**src/rtl/bcsa_pkg.sv**
```systemverilog
// ----------------------------------------------------------------------------
// bcsa_pkg
// Shared definitions for the block carry-select adder recovery unit:
//   - state_t     : recovery FSM states (IDLE, SCAN, DONE)
//   - BLK_W       : width of one adder block (2 bits)
//   - field_count : number of compared fields for a given operand width
//                   (WIDTH/2 two-bit blocks plus the carry-out bit)
// ----------------------------------------------------------------------------
package bcsa_pkg;

    typedef enum logic [1:0] {
        IDLE = 2'd0,
        SCAN = 2'd1,
        DONE = 2'd2
    } state_t;

    localparam int BLK_W = 2;

    function automatic int field_count(input int width);
        return width / BLK_W + 1;
    endfunction

endpackage

```
**src/rtl/bcsa_blk_resolve.sv**
```systemverilog
// ----------------------------------------------------------------------------
// bcsa_blk_resolve
// Combinational resolver for one SCAN cycle: adds BLK_PER_CYC two-bit blocks
// of the operands with a rippling carry and counts the blocks whose exact
// bits differ from the approximate sum.
//
// Ports:
//   a_slc, b_slc  in   operand bits of the current block group
//   approx_slc    in   approximate-sum bits of the same group
//   carry_in      in   carry registered from the previous group
//   exact_bits    out  exact sum bits of the group
//   carry_out     out  carry out of the most significant block
//   mism_cnt      out  number of mismatched blocks in the group
// ----------------------------------------------------------------------------
module bcsa_blk_resolve
    import bcsa_pkg::*;
#(
    parameter  int BLK_PER_CYC = 4,
    localparam int GRP_W       = BLK_PER_CYC * BLK_W,
    localparam int MIS_W       = $clog2(BLK_PER_CYC + 1)
) (
    input  logic [GRP_W-1:0] a_slc,
    input  logic [GRP_W-1:0] b_slc,
    input  logic [GRP_W-1:0] approx_slc,
    input  logic             carry_in,
    output logic [GRP_W-1:0] exact_bits,
    output logic             carry_out,
    output logic [MIS_W-1:0] mism_cnt
);

    logic carry_rip;

    always_comb begin
        carry_rip  = carry_in;
        exact_bits = '0;
        mism_cnt   = '0;
        // NOTE: blocking assignments are deliberate here: carry_rip must take
        // its new value inside the same loop iteration to ripple bit by bit.
        for (int i = 0; i < GRP_W; i++) begin
            exact_bits[i] = a_slc[i] ^ b_slc[i] ^ carry_rip;
            carry_rip     = (a_slc[i] & b_slc[i]) | (carry_rip & (a_slc[i] ^ b_slc[i]));
        end
        carry_out = carry_rip;
        for (int k = 0; k < BLK_PER_CYC; k++) begin
            if (exact_bits[k*BLK_W +: BLK_W] != approx_slc[k*BLK_W +: BLK_W]) begin
                mism_cnt = mism_cnt + MIS_W'(1);
            end
        end
    end

endmodule

```
**src/rtl/bcsa_recovery_unit.sv**
```systemverilog
// ----------------------------------------------------------------------------
// bcsa_recovery_unit
// Variable-latency checker/corrector for the 32-bit block carry-select
// approximate adder. Captures the operands with the approximate sum, resolves
// the exact sum block-serially (BLK_PER_CYC two-bit blocks per SCAN cycle,
// carry registered between cycles) and reports exact sum plus error metrics.
//
// Ports:
//   clk, rst_n            clock, asynchronous active-low reset
//   in_valid / in_ready   operand handshake (in_ready high only in IDLE)
//   a, b                  operands (WIDTH bits)
//   approx_sum            approximate sum under test (WIDTH+1 bits)
//   out_valid / out_ready result handshake; results hold until accepted
//   exact_sum             exact a+b (WIDTH+1 bits)
//   err                   exact_sum != approx_sum
//   err_mag               |exact_sum - approx_sum|
//   err_blocks            number of mismatched fields (blocks + carry-out)
//   stat_ops, stat_errs   saturating completed/erroneous operation counters
//
// Optional feature macro: BCSA_ERR_STATS_EN
//   defined   : stat_ops / stat_errs count DONE handshakes (all / err=1)
//   undefined : no counter registers, both outputs tied to 0
// ----------------------------------------------------------------------------
module bcsa_recovery_unit
    import bcsa_pkg::*;
#(
    parameter  int WIDTH       = 32,
    parameter  int BLK_PER_CYC = 4,
    localparam int CNT_W       = $clog2(field_count(WIDTH) + 1)
) (
    input  logic             clk,
    input  logic             rst_n,
    input  logic             in_valid,
    output logic             in_ready,
    input  logic [WIDTH-1:0] a,
    input  logic [WIDTH-1:0] b,
    input  logic [WIDTH:0]   approx_sum,
    output logic             out_valid,
    input  logic             out_ready,
    output logic [WIDTH:0]   exact_sum,
    output logic             err,
    output logic [WIDTH:0]   err_mag,
    output logic [CNT_W-1:0] err_blocks,
    output logic [31:0]      stat_ops,
    output logic [31:0]      stat_errs
);

    localparam int GRP_W    = BLK_PER_CYC * BLK_W;
    localparam int SCAN_CYC = WIDTH / GRP_W;
    localparam int IDX_W    = (SCAN_CYC > 1) ? $clog2(SCAN_CYC) : 1;
    localparam int MIS_W    = $clog2(BLK_PER_CYC + 1);

    generate
        if ((WIDTH <= 0) || (BLK_PER_CYC <= 0) || ((WIDTH % GRP_W) != 0)) begin : g_bad_width
            $error("bcsa_recovery_unit: WIDTH must be a positive multiple of 2*BLK_PER_CYC");
        end
    endgenerate

    // ------------------------------------------------------------------
    // State and datapath registers
    // ------------------------------------------------------------------
    state_t             state_q, state_d;
    logic               in_ready_q, in_ready_d;
    logic               out_valid_q, out_valid_d;
    logic [WIDTH-1:0]   a_q, a_d;
    logic [WIDTH-1:0]   b_q, b_d;
    logic [WIDTH:0]     apx_q, apx_d;
    logic               carry_q, carry_d;
    logic [IDX_W-1:0]   idx_q, idx_d;
    logic [CNT_W-1:0]   cnt_q, cnt_d;
    logic [WIDTH-1:0]   acc_q, acc_d;
    logic [WIDTH:0]     exact_q, exact_d;
    logic               err_q, err_d;
    logic [WIDTH:0]     err_mag_q, err_mag_d;
    logic [CNT_W-1:0]   err_blocks_q, err_blocks_d;

    // ------------------------------------------------------------------
    // Current block group: constant part-selects steered by the group index
    // ------------------------------------------------------------------
    logic [GRP_W-1:0]   grp_a, grp_b, grp_apx;
    logic [GRP_W-1:0]   blk_exact;
    logic               blk_co;
    logic [MIS_W-1:0]   blk_mis;

    always_comb begin
        grp_a   = '0;
        grp_b   = '0;
        grp_apx = '0;
        for (int g = 0; g < SCAN_CYC; g++) begin
            if (idx_q == IDX_W'(g)) begin
                grp_a   = a_q[g*GRP_W +: GRP_W];
                grp_b   = b_q[g*GRP_W +: GRP_W];
                grp_apx = apx_q[g*GRP_W +: GRP_W];
            end
        end
    end

    bcsa_blk_resolve #(
        .BLK_PER_CYC (BLK_PER_CYC)
    ) u_resolve (
        .a_slc      (grp_a),
        .b_slc      (grp_b),
        .approx_slc (grp_apx),
        .carry_in   (carry_q),
        .exact_bits (blk_exact),
        .carry_out  (blk_co),
        .mism_cnt   (blk_mis)
    );

    // Partial sum with the current group inserted, and the full-width view
    // used on the last SCAN cycle.
    logic [WIDTH-1:0]   acc_nx;
    logic [WIDTH:0]     exact_nx;
    logic [CNT_W-1:0]   total_mis;

    always_comb begin
        acc_nx = acc_q;
        for (int g = 0; g < SCAN_CYC; g++) begin
            if (idx_q == IDX_W'(g)) begin
                acc_nx[g*GRP_W +: GRP_W] = blk_exact;
            end
        end
        exact_nx  = {blk_co, acc_nx};
        // Carry-out bit counts as the extra compared field.
        total_mis = cnt_q + CNT_W'(blk_mis) + CNT_W'(blk_co != apx_q[WIDTH]);
    end

    logic out_hs;
    assign out_hs = (state_q == DONE) && out_valid_q && out_ready;

    // ------------------------------------------------------------------
    // Next-state logic
    // ------------------------------------------------------------------
    always_comb begin
        // NOTE: every _d starts from its _q value so no path leaves a signal
        // unassigned; otherwise this block would infer latches.
        state_d      = state_q;
        in_ready_d   = in_ready_q;
        out_valid_d  = out_valid_q;
        a_d          = a_q;
        b_d          = b_q;
        apx_d        = apx_q;
        carry_d      = carry_q;
        idx_d        = idx_q;
        cnt_d        = cnt_q;
        acc_d        = acc_q;
        exact_d      = exact_q;
        err_d        = err_q;
        err_mag_d    = err_mag_q;
        err_blocks_d = err_blocks_q;

        unique case (state_q)
            IDLE: begin
                if (in_valid && in_ready_q) begin
                    a_d        = a;
                    b_d        = b;
                    apx_d      = approx_sum;
                    carry_d    = 1'b0;
                    idx_d      = '0;
                    cnt_d      = '0;
                    acc_d      = '0;
                    in_ready_d = 1'b0;
                    state_d    = SCAN;
                end
            end
            SCAN: begin
                carry_d = blk_co;
                acc_d   = acc_nx;
                cnt_d   = cnt_q + CNT_W'(blk_mis);
                idx_d   = idx_q + IDX_W'(1);
                if (idx_q == IDX_W'(SCAN_CYC - 1)) begin
                    exact_d      = exact_nx;
                    err_mag_d    = (exact_nx >= apx_q) ? (exact_nx - apx_q) : (apx_q - exact_nx);
                    err_blocks_d = total_mis;
                    err_d        = (total_mis != '0);
                    out_valid_d  = 1'b1;
                    state_d      = DONE;
                end
            end
            DONE: begin
                if (out_ready) begin
                    out_valid_d = 1'b0;
                    in_ready_d  = 1'b1;
                    state_d     = IDLE;
                end
            end
            default: begin
                out_valid_d = 1'b0;
                in_ready_d  = 1'b1;
                state_d     = IDLE;
            end
        endcase
    end

`ifdef BCSA_ERR_STATS_EN
    logic [31:0] stat_ops_q, stat_ops_d;
    logic [31:0] stat_errs_q, stat_errs_d;

    always_comb begin
        stat_ops_d  = stat_ops_q;
        stat_errs_d = stat_errs_q;
        if (out_hs) begin
            if (stat_ops_q != 32'hFFFF_FFFF) begin
                stat_ops_d = stat_ops_q + 32'd1;
            end
            if (err_q && (stat_errs_q != 32'hFFFF_FFFF)) begin
                stat_errs_d = stat_errs_q + 32'd1;
            end
        end
    end
`endif

    // ------------------------------------------------------------------
    // Registers
    // ------------------------------------------------------------------
    always_ff @(posedge clk or negedge rst_n) begin
        if (!rst_n) begin
            state_q      <= IDLE;
            in_ready_q   <= 1'b1;
            out_valid_q  <= 1'b0;
            // NOTE: datapath registers are reset as well, so a reset mid-SCAN
            // leaves no trace of the discarded operation on the outputs.
            a_q          <= '0;
            b_q          <= '0;
            apx_q        <= '0;
            carry_q      <= 1'b0;
            idx_q        <= '0;
            cnt_q        <= '0;
            acc_q        <= '0;
            exact_q      <= '0;
            err_q        <= 1'b0;
            err_mag_q    <= '0;
            err_blocks_q <= '0;
`ifdef BCSA_ERR_STATS_EN
            stat_ops_q   <= '0;
            stat_errs_q  <= '0;
`endif
        end else begin
            state_q      <= state_d;
            in_ready_q   <= in_ready_d;
            out_valid_q  <= out_valid_d;
            a_q          <= a_d;
            b_q          <= b_d;
            apx_q        <= apx_d;
            carry_q      <= carry_d;
            idx_q        <= idx_d;
            cnt_q        <= cnt_d;
            acc_q        <= acc_d;
            exact_q      <= exact_d;
            err_q        <= err_d;
            err_mag_q    <= err_mag_d;
            err_blocks_q <= err_blocks_d;
`ifdef BCSA_ERR_STATS_EN
            stat_ops_q   <= stat_ops_d;
            stat_errs_q  <= stat_errs_d;
`endif
        end
    end

    assign in_ready   = in_ready_q;
    assign out_valid  = out_valid_q;
    assign exact_sum  = exact_q;
    assign err        = err_q;
    assign err_mag    = err_mag_q;
    assign err_blocks = err_blocks_q;

`ifdef BCSA_ERR_STATS_EN
    assign stat_ops   = stat_ops_q;
    assign stat_errs  = stat_errs_q;
`else
    assign stat_ops   = 32'd0;
    assign stat_errs  = 32'd0;
`endif

endmodule

```
**config.mk**
```make
export PLATFORM = sky130hd
export DESIGN_NAME = bcsa_recovery_unit
export DESIGN_NICKNAME = d
export VERILOG_FILES = /design/src/rtl/bcsa_pkg.sv /design/src/rtl/bcsa_blk_resolve.sv /design/src/rtl/bcsa_recovery_unit.sv
export SDC_FILE = /design/constraint.sdc
export NUM_CORES = 1
export LEC_CHECK = 0
export ABC_CLOCK_PERIOD_IN_PS = 8039
export CAP_MARGIN = 40
export CORE_MARGIN = 2
export CORE_UTILIZATION = 50
export DETAILED_ROUTE_END_ITERATION = 16
export GPL_ROUTABILITY_DRIVEN = 0
export GPL_TIMING_DRIVEN = 0
export PLACE_DENSITY_LB_ADDON = 0.2
export SETUP_SLACK_MARGIN = 0.4
export SYNTH_ARGS = -nofsm -noshare
export SYNTH_HDL_FRONTEND = slang
export SYNTH_SLANG_ARGS = --single-unit
```
**constraint.sdc**
```tcl
create_clock -name clk -period 8.04 [get_ports clk]
set_clock_uncertainty 0.05 [all_clocks]
set_input_delay 1.206 -clock clk [delete_from_list [all_inputs] [get_ports clk]]
set_output_delay 1.206 -clock clk [all_outputs]
set_load 0.1 [all_outputs]
```
# Word level (Yosys, flattened, before mapping)
# Cells that the tools add are included.
[totals]
reg_bits = 213
in_bits = 101
output_inout_bits = 138
[classes]
n_lt_le_gt_ge = 1
n_eq_ne = 13
addsub = 8
muxes = 38
n_reduce_logical = 11
bitwise_logic = 42
[op_table]
columns = ["operator", "count"]
rows = [
  ["$mux 8", 16],
  ["$sub 33x33->33", 2],
  ["$pmux 32 s2", 1],
  ["$ge 33x33->1", 1],
  ["$mux 33", 1],
  ["$mux 32", 1],
  ["$and 1x1->1", 16],
  ["$xor 1x1->1", 16],
  ["$pmux 5 s2", 1],
  ["$mux 3", 3],
  ["$reduce_and 3->1", 3],
  ["$mux 2", 4],
  ["$ne 2x2->1", 4],
  ["$or 1x1->1", 8],
  ["$add 3x1->3 const B", 2],
  ["$eq 2x2->1 const B", 3],
  ["$ne 2x2->1 const B", 3],
  ["$pmux 1 s3", 2],
  ["$pmux 2 s3", 1],
  ["$reduce_and 2->1", 3],
  ["$add 5x1->5", 1],
  ["$add 5x3->5", 1],
  ["$mux 1", 5],
  ["$mux 5", 1],
  ["other kinds (11)", 14],
]

# Depth between registers and ports, before layout
[logic_depth]
depth_word = 26
ltp_mapped = 39
ltp_nobuf = 33

# Hierarchy
# A second synthesis with hierarchy kept.
[hier_totals]
cells_unflattened = 1545
hier_area_um2 = 13746.9
[by_module_without_submodules]
columns = ["module", "area_per_inst_um2", "seq_area_each_um2", "cells_each", "instances"]
rows = [
  ["bcsa_recovery_unit", 13290.2, 5331.4, 1486, 1],
  ["bcsa_blk_resolve", 456.7, 0.0, 59, 1],
]

# Least setup slack after synthesis
# No wires, ideal clock.
[synth_path]
path_type = "register -> register"
start = "register idx_q[0]"
end = "register err_mag_q[16] (netlist: err_mag[16])"
n_path_buf = 6
stages_incl_launch_ff = 35
t_arrival_ps = 7159
synth_period_minus_slack_ps = 7343
required_ps = 7856
slack_ps = 697
path_cell_list = "dfrtp_1 > inv_1 > ha_1 > clkbuf_1 > buf_1 > buf_1 > clkbuf_1 > a21oi_1 > o21ai_0 > fa_1 > fa_1 > inv_1 > fa_1 > fa_1 > inv_1 > fa_1 > fa_1 > fa_1 > inv_1 > fa_1 > inv_1 > mux2i_1 > inv_1 > ha_1 > buf_2 > nand2_1 > o21ai_0 > o211ai_1 > a21oi_4 > or2_1 > buf_6 > mux2_4 > a221oi_2 > xor2_1 > o21ai_1"
[synth_between]
elab_chain_len = 24
elab_cells_between_ends = 61
classes_between = "add/sub (2); order compare (1); eq/ne (3); mux (13); bitwise (40); reduce/logical (2)"
[synth_lines]
columns = ["item", "line", "rtl"]
rows = [
  ["from (decl)", "bcsa_recovery_unit.sv:69", "logic [IDX_W-1:0] idx_q, idx_d;"],
  ["from (signal assigned)", "bcsa_recovery_unit.sv:246", "idx_q <= idx_d;"],
  ["$logic_not 2->1", "bcsa_recovery_unit.sv:90, bcsa_recovery_unit.sv:119", ""],
  ["$mux 8 (4 in a row)", "bcsa_recovery_unit.sv:90", "if (idx_q == IDX_W'(g)) begin"],
  ["$xor 1x1->1", "bcsa_blk_resolve.sv:40, bcsa_blk_resolve.sv:41", ""],
  ["$and 1x1->1", "bcsa_blk_resolve.sv:41", "carry_rip = (a_slc[i] & b_slc[i]) | (carry_rip & (a_slc[i] ^ b_slc[i]));"],
  ["$or 1x1->1", "bcsa_blk_resolve.sv:41", ""],
  ["$and 1x1->1", "bcsa_blk_resolve.sv:41", ""],
  ["$or 1x1->1", "bcsa_blk_resolve.sv:41", ""],
  ["$and 1x1->1", "bcsa_blk_resolve.sv:41", ""],
  ["[5 not listed]", "n/a", ""],
  ["$and 1x1->1", "bcsa_blk_resolve.sv:41", ""],
  ["$or 1x1->1", "bcsa_blk_resolve.sv:41", ""],
  ["$and 1x1->1", "bcsa_blk_resolve.sv:41", ""],
  ["$or 1x1->1", "bcsa_blk_resolve.sv:41", ""],
  ["$xor 1x1->1 or $and 1x1->1 (tied branches)", "bcsa_blk_resolve.sv:40, bcsa_blk_resolve.sv:41", ""],
  ["$mux 8 or $or 1x1->1 (tied branches)", "bcsa_recovery_unit.sv:119, bcsa_blk_resolve.sv:41", ""],
  ["$sub 33x33->33 or $ge 33x33->1 (tied branches)", "bcsa_recovery_unit.sv:173", "err_mag_d = (exact_nx >= apx_q) ? (exact_nx - apx_q) : (apx_q - exact_nx);"],
  ["$mux 33", "bcsa_recovery_unit.sv:173", ""],
  ["to (signal assigned)", "bcsa_recovery_unit.sv:251", "err_mag_q <= err_mag_d;"],
  ["to (decl)", "bcsa_recovery_unit.sv:74", "logic [WIDTH:0] err_mag_q, err_mag_d;"],
]
# Several ways; a longest one is shown, not always the timed one.
# A chain may end at the register's enable or synchronous reset.

# Worst setup path after layout
[layout_path]
start = "register idx_q[0]"
end = "register err_mag_q[8] (netlist: err_mag[8])"
# Same word-level chain as after synthesis.

==> flow_summary_export.csv <==
group,metric,value,unit
sta,timing.slew.headroom,37.01,%
final_layout,ant_diodes,0,
synthesis,synth_seq_cells,213,
sta,final.setup.worst_slack,701.6,ps
place,preCtsSetupSlack,-1095,ps
clock_network,holdBufCountCts,0,
floorplan,core-area,0.02673,mm2
clock_network,insertion_delay_to_the_later_sink_of_the_worst_skew_pair,550,ps
worst_setup_path,cp_max_fo,10,
worst_setup_path,crit-reg2reg-launch,"idx_q[0]$_DFFE_PN0P_",
sta,setup_repair_after_global_routing_missed_its_margin,"no",
drt,vias,12320,
synthesis,synthesis.instances,1489,
sta,tightest_slew,944.8,ps
drt,detail_route.wl_per_cell,19.27,um
drt,detail_route.vias_per_cell,5.591,
min_path,holdPathStages,2,
worst_setup_path,critical_path_s_slowest_cell,"fa_2",
drt,detail-route-antenna-nets,0,
synthesis,synth_area_per_cell,9.081,um2
worst_setup_path,r2r_setup_slack,700,ps
worst_setup_path,critical_path.max_stage_delay,510,ps
worst_setup_path,worst-setup-path-type,"register to register",
floorplan,die_area,0.02838,mm2
synthesis,number_of_enable_flip_flop_cells_after_synthesis,0,
run,drv.max_cap_violation_count,0,
worst_setup_path,rr_endpoint,"err_mag[8]$_DFFE_PN0P_",
worst_setup_path,path_buf_inv,11,
global_route,global_route.usage.total,29.51,%
sta,timing.final.crit_period,7338,ps
synthesis,area_leader_netlist,"dfrtp_1",
synthesis,primary_ff_master_synth,"dfrtp_1",
sta,report.final.slew_viol_count,0,
drt,drt_first_iter_violations,1019,
clock_network,numCtsBuffers,25,
worst_setup_path,worst_setup_path_end_kind,"register",
sta,max_freq,136.3,MHz
clock_network,h-tree-depth,1,
min_path,worst_hold_startpoint,"err_mag[24]$_DFFE_PN0P_",
global_route,grt.overflow.total,0,
worst_setup_path,critPathArrivalTime,7750,ps
synthesis,async_flop_share,100.0,%
worst_setup_path,cp_num_cells,37,
floorplan,floorplan_row_count,60,
final_layout,fin_nets,2031,
sta,finalCritPeriodShare,91.27,%
drt,number_of_detailed_route_iterations_in_the_first_pass,5,
synthesis,yosysMostFrequentCell,"dfrtp_1",
clock_network,clockBufferDepth,3,
worst_setup_path,startpoint_type_of_the_worst_setup_path,"register",
synthesis,synth_warnings,0,
final_layout,synthToLayoutAreaGrowth,36.83,%
global_route,number_of_global_route_vias_before_repair,12160,
drt,drt_drc_violations_left,0,
synthesis,synth_top_cells_by_count,"dfrtp_1, nand2_1, o21ai_0, a21oi_1, inv_1",
floorplan,die-width,168.5,um
final_layout,filler_cell_count,2072,
synthesis,ys_types,74,
global_route,grt_antenna_before_repair,0,
floorplan,floorplan.initialDensity,50.59,%
worst_setup_path,timing.critical_path.max_delay_family,"adder cells",
sta,timing.hold.ws,427.3,ps
final_layout,fin_util,69.23,%
min_path,hold_ep,"err_mag[24]$_DFFE_PN0P_",
sta,setup_viol,0,
clock_network,clock-root-buffer,"clkbuf_16",
synthesis,synth_top_cell_area_share,39.23,%
place,buffer_ports.inserted,174,
global_route,grt_first_pass_wirelength,65.80,mm
clock_network,clock_pin_slew_on_the_worst_setup_and_hold_paths,60,ps
clock_network,cts.sink_count,213,
floorplan,chipHeight,168.5,um
place,hpwl,32.56,mm
worst_setup_path,worstRegToRegCells,37,
sta,final-hold-violation-count,0,
floorplan,boundaryPins,239,
run_status,outcome,"complete, no violations",
synthesis,syn_area,0.01352,mm2
synthesis,synth_sequential_area_ratio,39.43,%
worst_setup_path,timing.critical_path.required,8450,ps
global_route,largest_net_degree_at_the_start_of_global_routing,88,
final_layout,layout_cells_sized_above_1,20.62,%
min_path,min_path_type,"register to register",
drt,postRouteWirelength,42.45,mm
synthesis,netlist_top_cells_area,"dfrtp_1, ha_1, mux2_2",
clock_network,tritoncts,"done",
==> how the worst max path moves through the flow <==
stage | startpoint | endpoint
2_1_floorplan | idx_q[0]$_DFFE_PN0P_ | err_mag[16]$_DFFE_PN0P_
3_3_place_gp | rst_n | a_q[27]$_DFFE_PN0P_
3_5_place_dp | idx_q[0]$_DFFE_PN0P_ | err_mag[2]$_DFFE_PN0P_
4_1_cts | idx_q[1]$_DFFE_PN0P_ | err_mag[8]$_DFFE_PN0P_
5_1_grt | idx_q[0]$_DFFE_PN0P_ | err_mag[16]$_DFFE_PN0P_
6_report | idx_q[0]$_DFFE_PN0P_ | err_mag[8]$_DFFE_PN0P_
==> worst reg2reg max path: cells and delay by family (launching register included) <==
kind	cells	cell delay [ps]
compound gates	9	1580
simple gates	6	680
buf+inv	11	1360
fa+ha+maj	10	3080
flops	1	410
mux	1	110
==> timing repair <==
action / in CTS / in global routing
resized for setup: 65 / 52
endpoints found under the setup margin: 38 / 34
pin swaps: 5 / 7
cloned: 0 / 1
setup buffers: 13 / 1
==> per-layer routing <==
layer | vias to the layer above | global-route usage, % | wire length, um
li1 | 5747 | - | -
met2 | 612 | 48.94 | 19880
met4 | 0 | 13.27 | 2186
met5 | - | 0 | 0
met1 | 5834 | 38.01 | 16830
met3 | 125 | 5.191 | 3549
==> flip-flops by register name (all words and copies together) (netlist names) <==
signal      count
carry_q         1
out_valid       1
a_q            32
state_q         2
in_ready        1
idx_q           2
acc_q          32
cnt_q           5
err_blocks      5
b_q            32
apx_q          33
exact_sum      33
err             1
err_mag        33
==> cell families (layout without fill, tap and decap cells) <==
kind of cell,count (synthesis),after routing,share of synthesized area (%)
flops,213,213,39.43
xor+xnor,45,45,2.915
simple gates,379,379,12.30
buf+inv,246,556,9.077
fa+ha+maj,85,85,8.476
compound gates,402,402,18.31
other cells,1,64,0.02773
mux,118,118,9.466
==> placed cells by master, fill, tap and decap left out, drive strengths merged, types with 8 or more instances in the layout <==
cell	instances
xnor2	30
nor2b	11
conb	64
dfrtp	212
or3	8
clkbuf	76
nor2	72
nand2	207
fa	11
clkdlybuf4s50	173
inv	91
nand3	16
buf	207
ha	74
a21oi	95
o22ai	36
o31ai	10
and2	10
nand2b	9
xor2	15
a21o	29
a22oi	16
nor3	16
o21ai	152
mux2i	42
mux2	76
nand4	10
==> layout make-up <==
cell class / count / area (um2) / area share [%]
Multi-Input combinational cell: 1093 / 7422 / 40.12
Sequential cell: 213 / 5331 / 28.82
Timing Repair Buffer: 266 / 3104 / 16.78
Buffer: 156 / 1016 / 5.491
Clock buffer: 34 / 739.5 / 3.997
Tap cell: 341 / 426.7 / 2.306
Inverter: 90 / 340.3 / 1.839
Clock inverter: 10 / 121.4 / 0.6560
==> per-stage QoR <==
stage | instances | area [um2] | setup TNS [ps]
after global routing | 2203 | 18500 | 0
after CTS | 2201 | 18350 | 0
after floorplan | 1552 | 13760 | 0
final | 2203 | 18500 | 0
after detailed placement | 2144 | 17150 | -28540
after global placement | 2067 | 15930 | -703200
Power is left out: the tool's default activity adds up to more than one toggle a clock period on the data nets, which glitch-free logic cannot reach.
